File: src/rtl/uart_mat_sequencer.sv
// Frames bytes from a UART receiver into a 2x2 matrix multiplier and streams the
// four 16-bit results back out through the transmitter, MSB first.
module uart_mat_sequencer #(
    parameter int unsigned TIMEOUT_CYC = 1024,
    parameter logic [7:0]  SYNC_BYTE   = 8'hA5
) (
    input  logic        bclk_x8,
    input  logic        rst,
    input  logic        rx_status,
    input  logic [7:0]  rx_byte,
    input  logic        tx_status,
    output logic        tx_ready,
    output logic [7:0]  tx_byte,
    output logic        mat_wr_en,
    output logic [2:0]  mat_wr_addr,
    output logic [7:0]  mat_wr_data,
    output logic        mult_start,
    input  logic        mult_done,
    output logic [1:0]  res_addr,
    input  logic [15:0] res_data,
    output logic        busy,
    output logic        err,
    output logic        ovr
);

    localparam int unsigned TW = (TIMEOUT_CYC > 2) ? $clog2(TIMEOUT_CYC) : 1;
    localparam logic [TW-1:0] TimerLast = TW'(TIMEOUT_CYC - 1);

    typedef enum logic [2:0] {
        StIdle, StLoad, StMstart, StMwait, StFetch, StTxreq, StTxack, StTxbusy
    } state_e;

    state_e        state_q, state_d;
    logic          rx_prev_q;
    logic          tx_meta_q, tx_sync_q;
    logic [2:0]    idx_q, idx_d;
    logic [2:0]    out_idx_q, out_idx_d;
    logic [TW-1:0] timer_q, timer_d;
    logic          fetch_wait_q, fetch_wait_d;
    logic [15:0]   res_word_q, res_word_d;
    logic          tx_ready_q, tx_ready_d;
    logic [7:0]    tx_byte_q, tx_byte_d;
    logic          wr_en_q, wr_en_d;
    logic [2:0]    wr_addr_q, wr_addr_d;
    logic [7:0]    wr_data_q, wr_data_d;
    logic [1:0]    res_addr_q, res_addr_d;
    logic          err_q, err_d;
    logic          ovr_q, ovr_d;
    logic          byte_ev;
    logic [2:0]    out_next;

    // Falling edge of the receiver busy flag marks a completed byte.
    assign byte_ev  = rx_prev_q & ~rx_status;
    assign out_next = out_idx_q + 3'd1;

    always_ff @(posedge bclk_x8 or posedge rst) begin
        if (rst) begin
            state_q      <= StIdle;
            rx_prev_q    <= 1'b0;
            tx_meta_q    <= 1'b0;
            tx_sync_q    <= 1'b0;
            idx_q        <= 3'd0;
            out_idx_q    <= 3'd0;
            timer_q      <= '0;
            fetch_wait_q <= 1'b0;
            res_word_q   <= 16'd0;
            tx_ready_q   <= 1'b0;
            tx_byte_q    <= 8'd0;
            wr_en_q      <= 1'b0;
            wr_addr_q    <= 3'd0;
            wr_data_q    <= 8'd0;
            res_addr_q   <= 2'd0;
            err_q        <= 1'b0;
            ovr_q        <= 1'b0;
        end else begin
            state_q      <= state_d;
            rx_prev_q    <= rx_status;
            tx_meta_q    <= tx_status;
            tx_sync_q    <= tx_meta_q;
            idx_q        <= idx_d;
            out_idx_q    <= out_idx_d;
            timer_q      <= timer_d;
            fetch_wait_q <= fetch_wait_d;
            res_word_q   <= res_word_d;
            tx_ready_q   <= tx_ready_d;
            tx_byte_q    <= tx_byte_d;
            wr_en_q      <= wr_en_d;
            wr_addr_q    <= wr_addr_d;
            wr_data_q    <= wr_data_d;
            res_addr_q   <= res_addr_d;
            err_q        <= err_d;
            ovr_q        <= ovr_d;
        end
    end

    always_comb begin
        state_d      = state_q;
        idx_d        = idx_q;
        out_idx_d    = out_idx_q;
        timer_d      = timer_q;
        fetch_wait_d = fetch_wait_q;
        res_word_d   = res_word_q;
        tx_ready_d   = tx_ready_q;
        tx_byte_d    = tx_byte_q;
        wr_en_d      = 1'b0;
        wr_addr_d    = wr_addr_q;
        wr_data_d    = wr_data_q;
        res_addr_d   = res_addr_q;
        err_d        = 1'b0;
        ovr_d        = 1'b0;

        unique case (state_q)
            StIdle: begin
                if (byte_ev && (rx_byte == SYNC_BYTE)) begin
                    state_d = StLoad;
                    idx_d   = 3'd0;
                    timer_d = '0;
                end
            end
            StLoad: begin
                if (byte_ev) begin
                    wr_en_d   = 1'b1;
                    wr_addr_d = idx_q;
                    wr_data_d = rx_byte;
                    idx_d     = idx_q + 3'd1;
                    timer_d   = '0;
                    if (idx_q == 3'd7) state_d = StMstart;
                end else if (timer_q == TimerLast) begin
                    err_d   = 1'b1;
                    timer_d = '0;
                    state_d = StIdle;
                end else begin
                    timer_d = timer_q + TW'(1);
                end
            end
            StMstart: state_d = StMwait;
            StMwait: begin
                if (mult_done) begin
                    state_d      = StFetch;
                    out_idx_d    = 3'd0;
                    res_addr_d   = 2'd0;
                    fetch_wait_d = 1'b0;
                end
            end
            StFetch: begin
                // res_data lags res_addr by a cycle; latch on the second FETCH cycle.
                if (!fetch_wait_q) begin
                    fetch_wait_d = 1'b1;
                end else begin
                    res_word_d = res_data;
                    state_d    = StTxreq;
                end
            end
            StTxreq: begin
                tx_ready_d = 1'b1;
                tx_byte_d  = out_idx_q[0] ? res_word_q[7:0] : res_word_q[15:8];
                state_d    = StTxack;
            end
            StTxack: begin
                if (tx_sync_q) begin
                    tx_ready_d = 1'b0;
                    state_d    = StTxbusy;
                end
            end
            StTxbusy: begin
                if (!tx_sync_q) begin
                    if (out_idx_q == 3'd7) begin
                        state_d = StIdle;
                    end else begin
                        out_idx_d = out_next;
                        if (!out_next[0]) begin
                            state_d      = StFetch;
                            res_addr_d   = out_next[2:1];
                            fetch_wait_d = 1'b0;
                        end else begin
                            state_d = StTxreq;
                        end
                    end
                end
            end
            default: state_d = StIdle;
        endcase

        if (byte_ev && !(state_q inside {StIdle, StLoad})) ovr_d = 1'b1;
    end

    assign tx_ready    = tx_ready_q;
    assign tx_byte     = tx_byte_q;
    assign mat_wr_en   = wr_en_q;
    assign mat_wr_addr = wr_addr_q;
    assign mat_wr_data = wr_data_q;
    assign mult_start  = (state_q == StMstart);
    assign res_addr    = res_addr_q;
    assign busy        = (state_q != StIdle);
    assign err         = err_q;
    assign ovr         = ovr_q;

endmodule

File: config.mk
export PLATFORM = sky130hd
export DESIGN_NAME = uart_mat_sequencer
export DESIGN_NICKNAME = d
export VERILOG_FILES = /design/src/rtl/uart_mat_sequencer.sv
export SDC_FILE = /design/constraint.sdc
export NUM_CORES = 1
export LEC_CHECK = 0
export CORE_ASPECT_RATIO = 0.7
export CORE_MARGIN = 4
export CORE_UTILIZATION = 50
export DETAILED_ROUTE_END_ITERATION = 8
export HOLD_SLACK_MARGIN = 0.03
export PLACE_DENSITY = 0.79
export SYNTH_ARGS = -nofsm -noshare
export SYNTH_HDL_FRONTEND = slang
export SYNTH_SLANG_ARGS = --single-unit
File: constraint.sdc
create_clock -name bclk_x8 -period 3.03 [get_ports bclk_x8]
set_clock_uncertainty 0.2 [all_clocks]
set_input_delay 0.909 -clock bclk_x8 [delete_from_list [all_inputs] [get_ports bclk_x8]]
set_output_delay 0.909 -clock bclk_x8 [all_outputs]
set_load 0.05 [all_outputs]
==> results.ini <==
[die]
num_rows=23
io_pins=56
dieArea_um2=7357
initial_utilization=0.5213
die_h_um=72.98
coreArea_um2=5784
die_w_um=100.8

[power]
combinationalPowerShare=0.405
p_int_mw=2.375
power_density_nw_per_um2=998.8
vdd_ir_drop_max_v=0.0006015
p_sw_frac=0.3882
p_switching_mw=1.507
leakagePower_nw=1.691
pwr-share-clk=0.222
seq_power_share=0.373

[worst_setup_path]
path_buf_inv=1
crit_path_start_kind=flip-flop
path_cells=or3_1, buf_4
cpPeakStageDelay_ns=0.55
path_delay_family=flip-flops
end_kind=output pin
ff2ff_path_depth=5
cp.arrival_ns=1.54
cp_num_cells=2
required_ns=1.92
path_class=flip-flop to output pin
worstPathMaxFanout=16
crit_slowest_cell=dfrtp_1

[detailed_routing]
drt_iter0_markers=120
wl_met3_um=474
wl_met1_mm=2.950
top_layer=met4
detail-route-antenna-nets=0
wl_met2_mm=2.738
drt-vias-per-instance=5.566
vias=2204
wire_per_inst_um=15.72
drc=0
first_pass_iters=4
routed_wl_mm=6.225

[logic_synthesis]
yosysUniqueCellTypes=60
ys_async_sr_fraction=1.000
synth_cells=256
synth-edff-count=0
synth_top_area_cell=dfrtp_1
synth_area_per_cell_um2=11.78
yosys_register_bits=64
syn_area_um2=3015
yosysSeqAreaShare=0.5311
yosys.area.top_type_share=0.5311
synthTopCellsByArea=dfrtp_1, mux2_1, mux2_2
syn_nets=290
synthFlopType=dfrtp_1
yosys_warnings=0

[timing]
max_freq_mhz=378.2
setup_tns_ns=0
grt_setup_unrepaired=false
fin_crit_sh=0.8727
fin_crit_ns=2.644
drv_slew=0
setup_viol=0
tightestPinTransition_ns=0.7367
finalHoldViolations=0
maxSlewHeadroom=0.5089
setup_slack_ns=0.3858

[clock_tree]
htreeDepth=3
cts_tree=built
cts.sinks=64
clockBufferDepth=2
cts_resized=0
cts_hold_buf=0
cts_buffers=9
clk_latency_ns=0.34
cts_root_buffer=clkbuf_8
cts_setup_buffers=0
clk_pin_slew_ns=0.07

[final_layout]
final_common_cell=dfrtp_1
drive_gt1_frac=0.1589
most-common-layout-cells=dfrtp_1, clkdlybuf4s50_1, nand2_1, mux2_1
diodes=0
synthToLayoutAreaGrowth_pct=28.92
nets=350
post-route-util=0.6721

[grt]
grt_first_pass_wirelength_mm=10.86
antenna_found_initial=0
grt_max_degree=24
gr-usage-all-layers=0.1890
grt_pass1_vias=2214
grt_overflow_total=0

[placement]
place_hpwl_mm=4.395
io_buffers=55
pre_cts_ws_ns=0.1275
routabilityCongestion=0.8020

[worst_hold_path]
holdPathStages=0
hold_path_class=flip-flop to flip-flop

[status]
status=finished clean

[job]
drv_cap=0

## routing by layer
metal	global-route usage	up-vias
met1	0.2683	1057
met4	0.04933	0
met3	0.06877	4
met5	0	-
met2	0.2757	72
li1	-	1071
## path summary, 6_finish.rpt
kind / start / to / slack [ns]
min: tx_meta_q$_DFF_PP0_ / tx_sync_q$_DFF_PP0_ / 0.16
min reg2reg: tx_meta_q$_DFF_PP0_ / tx_sync_q$_DFF_PP0_ / 0.16
min in group asynchronous: rst / mat_wr_data[6]$_DFFE_PP0P_ / 0.72
max reg2reg: out_idx_q[0]$_DFFE_PP0P_ / res_addr[0]$_DFFE_PP0P_ / 0.73
max in group asynchronous: rst / res_word_q[1]$_DFFE_PP0P_ / 1.41
max: state_q[0]$_DFFE_PP0P_ / busy / 0.39
## cells in the mapped netlist, types with 3 or more instances
cell type  count
nor3_1         4
o21ai_0       13
nand2_1       32
nand3_1        4
ha_1           5
clkbuf_1       4
nand2b_1       5
mux2_1        14
mux2i_1        8
o311ai_1       3
a31oi_1        4
mux2_2        13
buf_6          3
nor2b_1        4
nor4b_1        3
dfrtp_1       64
nor2_1        11
a22o_1         8
o21a_1         4
## layout make-up
class / count / area [µm²]
Clock buffer: 12 / 165.2
Clock inverter: 4 / 75.07
Fill cell: 443 / 1897
Inverter: 3 / 11.26
Multi-Input combinational cell: 177 / 1325
Sequential cell: 64 / 1602
Tap cell: 75 / 93.84
Timing Repair Buffer: 61 / 615.6
## registers in the layout, summed over array words and instances, names as in the netlist, 2 cells and up
register	cells
res_word_q	16
timer_q	10
mat_wr_data	8
tx_byte	8
idx_q	3
mat_wr_addr	3
out_idx_q	3
state_q	3
res_addr	2
## cells by family after synthesis
group,after synthesis,synth area share
flops,64,0.5311
simple gates,88,0.1714
fa+ha+maj,5,0.02075
mux,35,0.1274
xor+xnor,1,0.002905
compound gates,48,0.1170
buf+inv,15,0.02946
## per-stage QoR
stage	cell area, µm²	power (mW)	hold WS (ns)	instances
2_1_floorplan	3015	2.571	0.1312	256
3_3_place_gp	3647	2.983	0.1316	380
3_5_place_dp	3647	3.042	0.1455	380
4_1_cts	3887	3.914	0.1677	396
5_1_grt	3887	4.141	0.1879	396
6_report	3887	3.883	0.1592	396
## power by group through the flow
stage / Clock [mW] / Sequential, mW / Combinational, mW
2_1_floorplan: 0 / 1.78 / 0.789
3_3_place_gp: 0 / 1.44 / 1.54
3_5_place_dp: 0 / 1.46 / 1.58
4_1_cts: 0.878 / 1.45 / 1.59
5_1_grt: 0.922 / 1.50 / 1.72
6_report: 0.861 / 1.45 / 1.57
(Power assumes the default switching activity.)
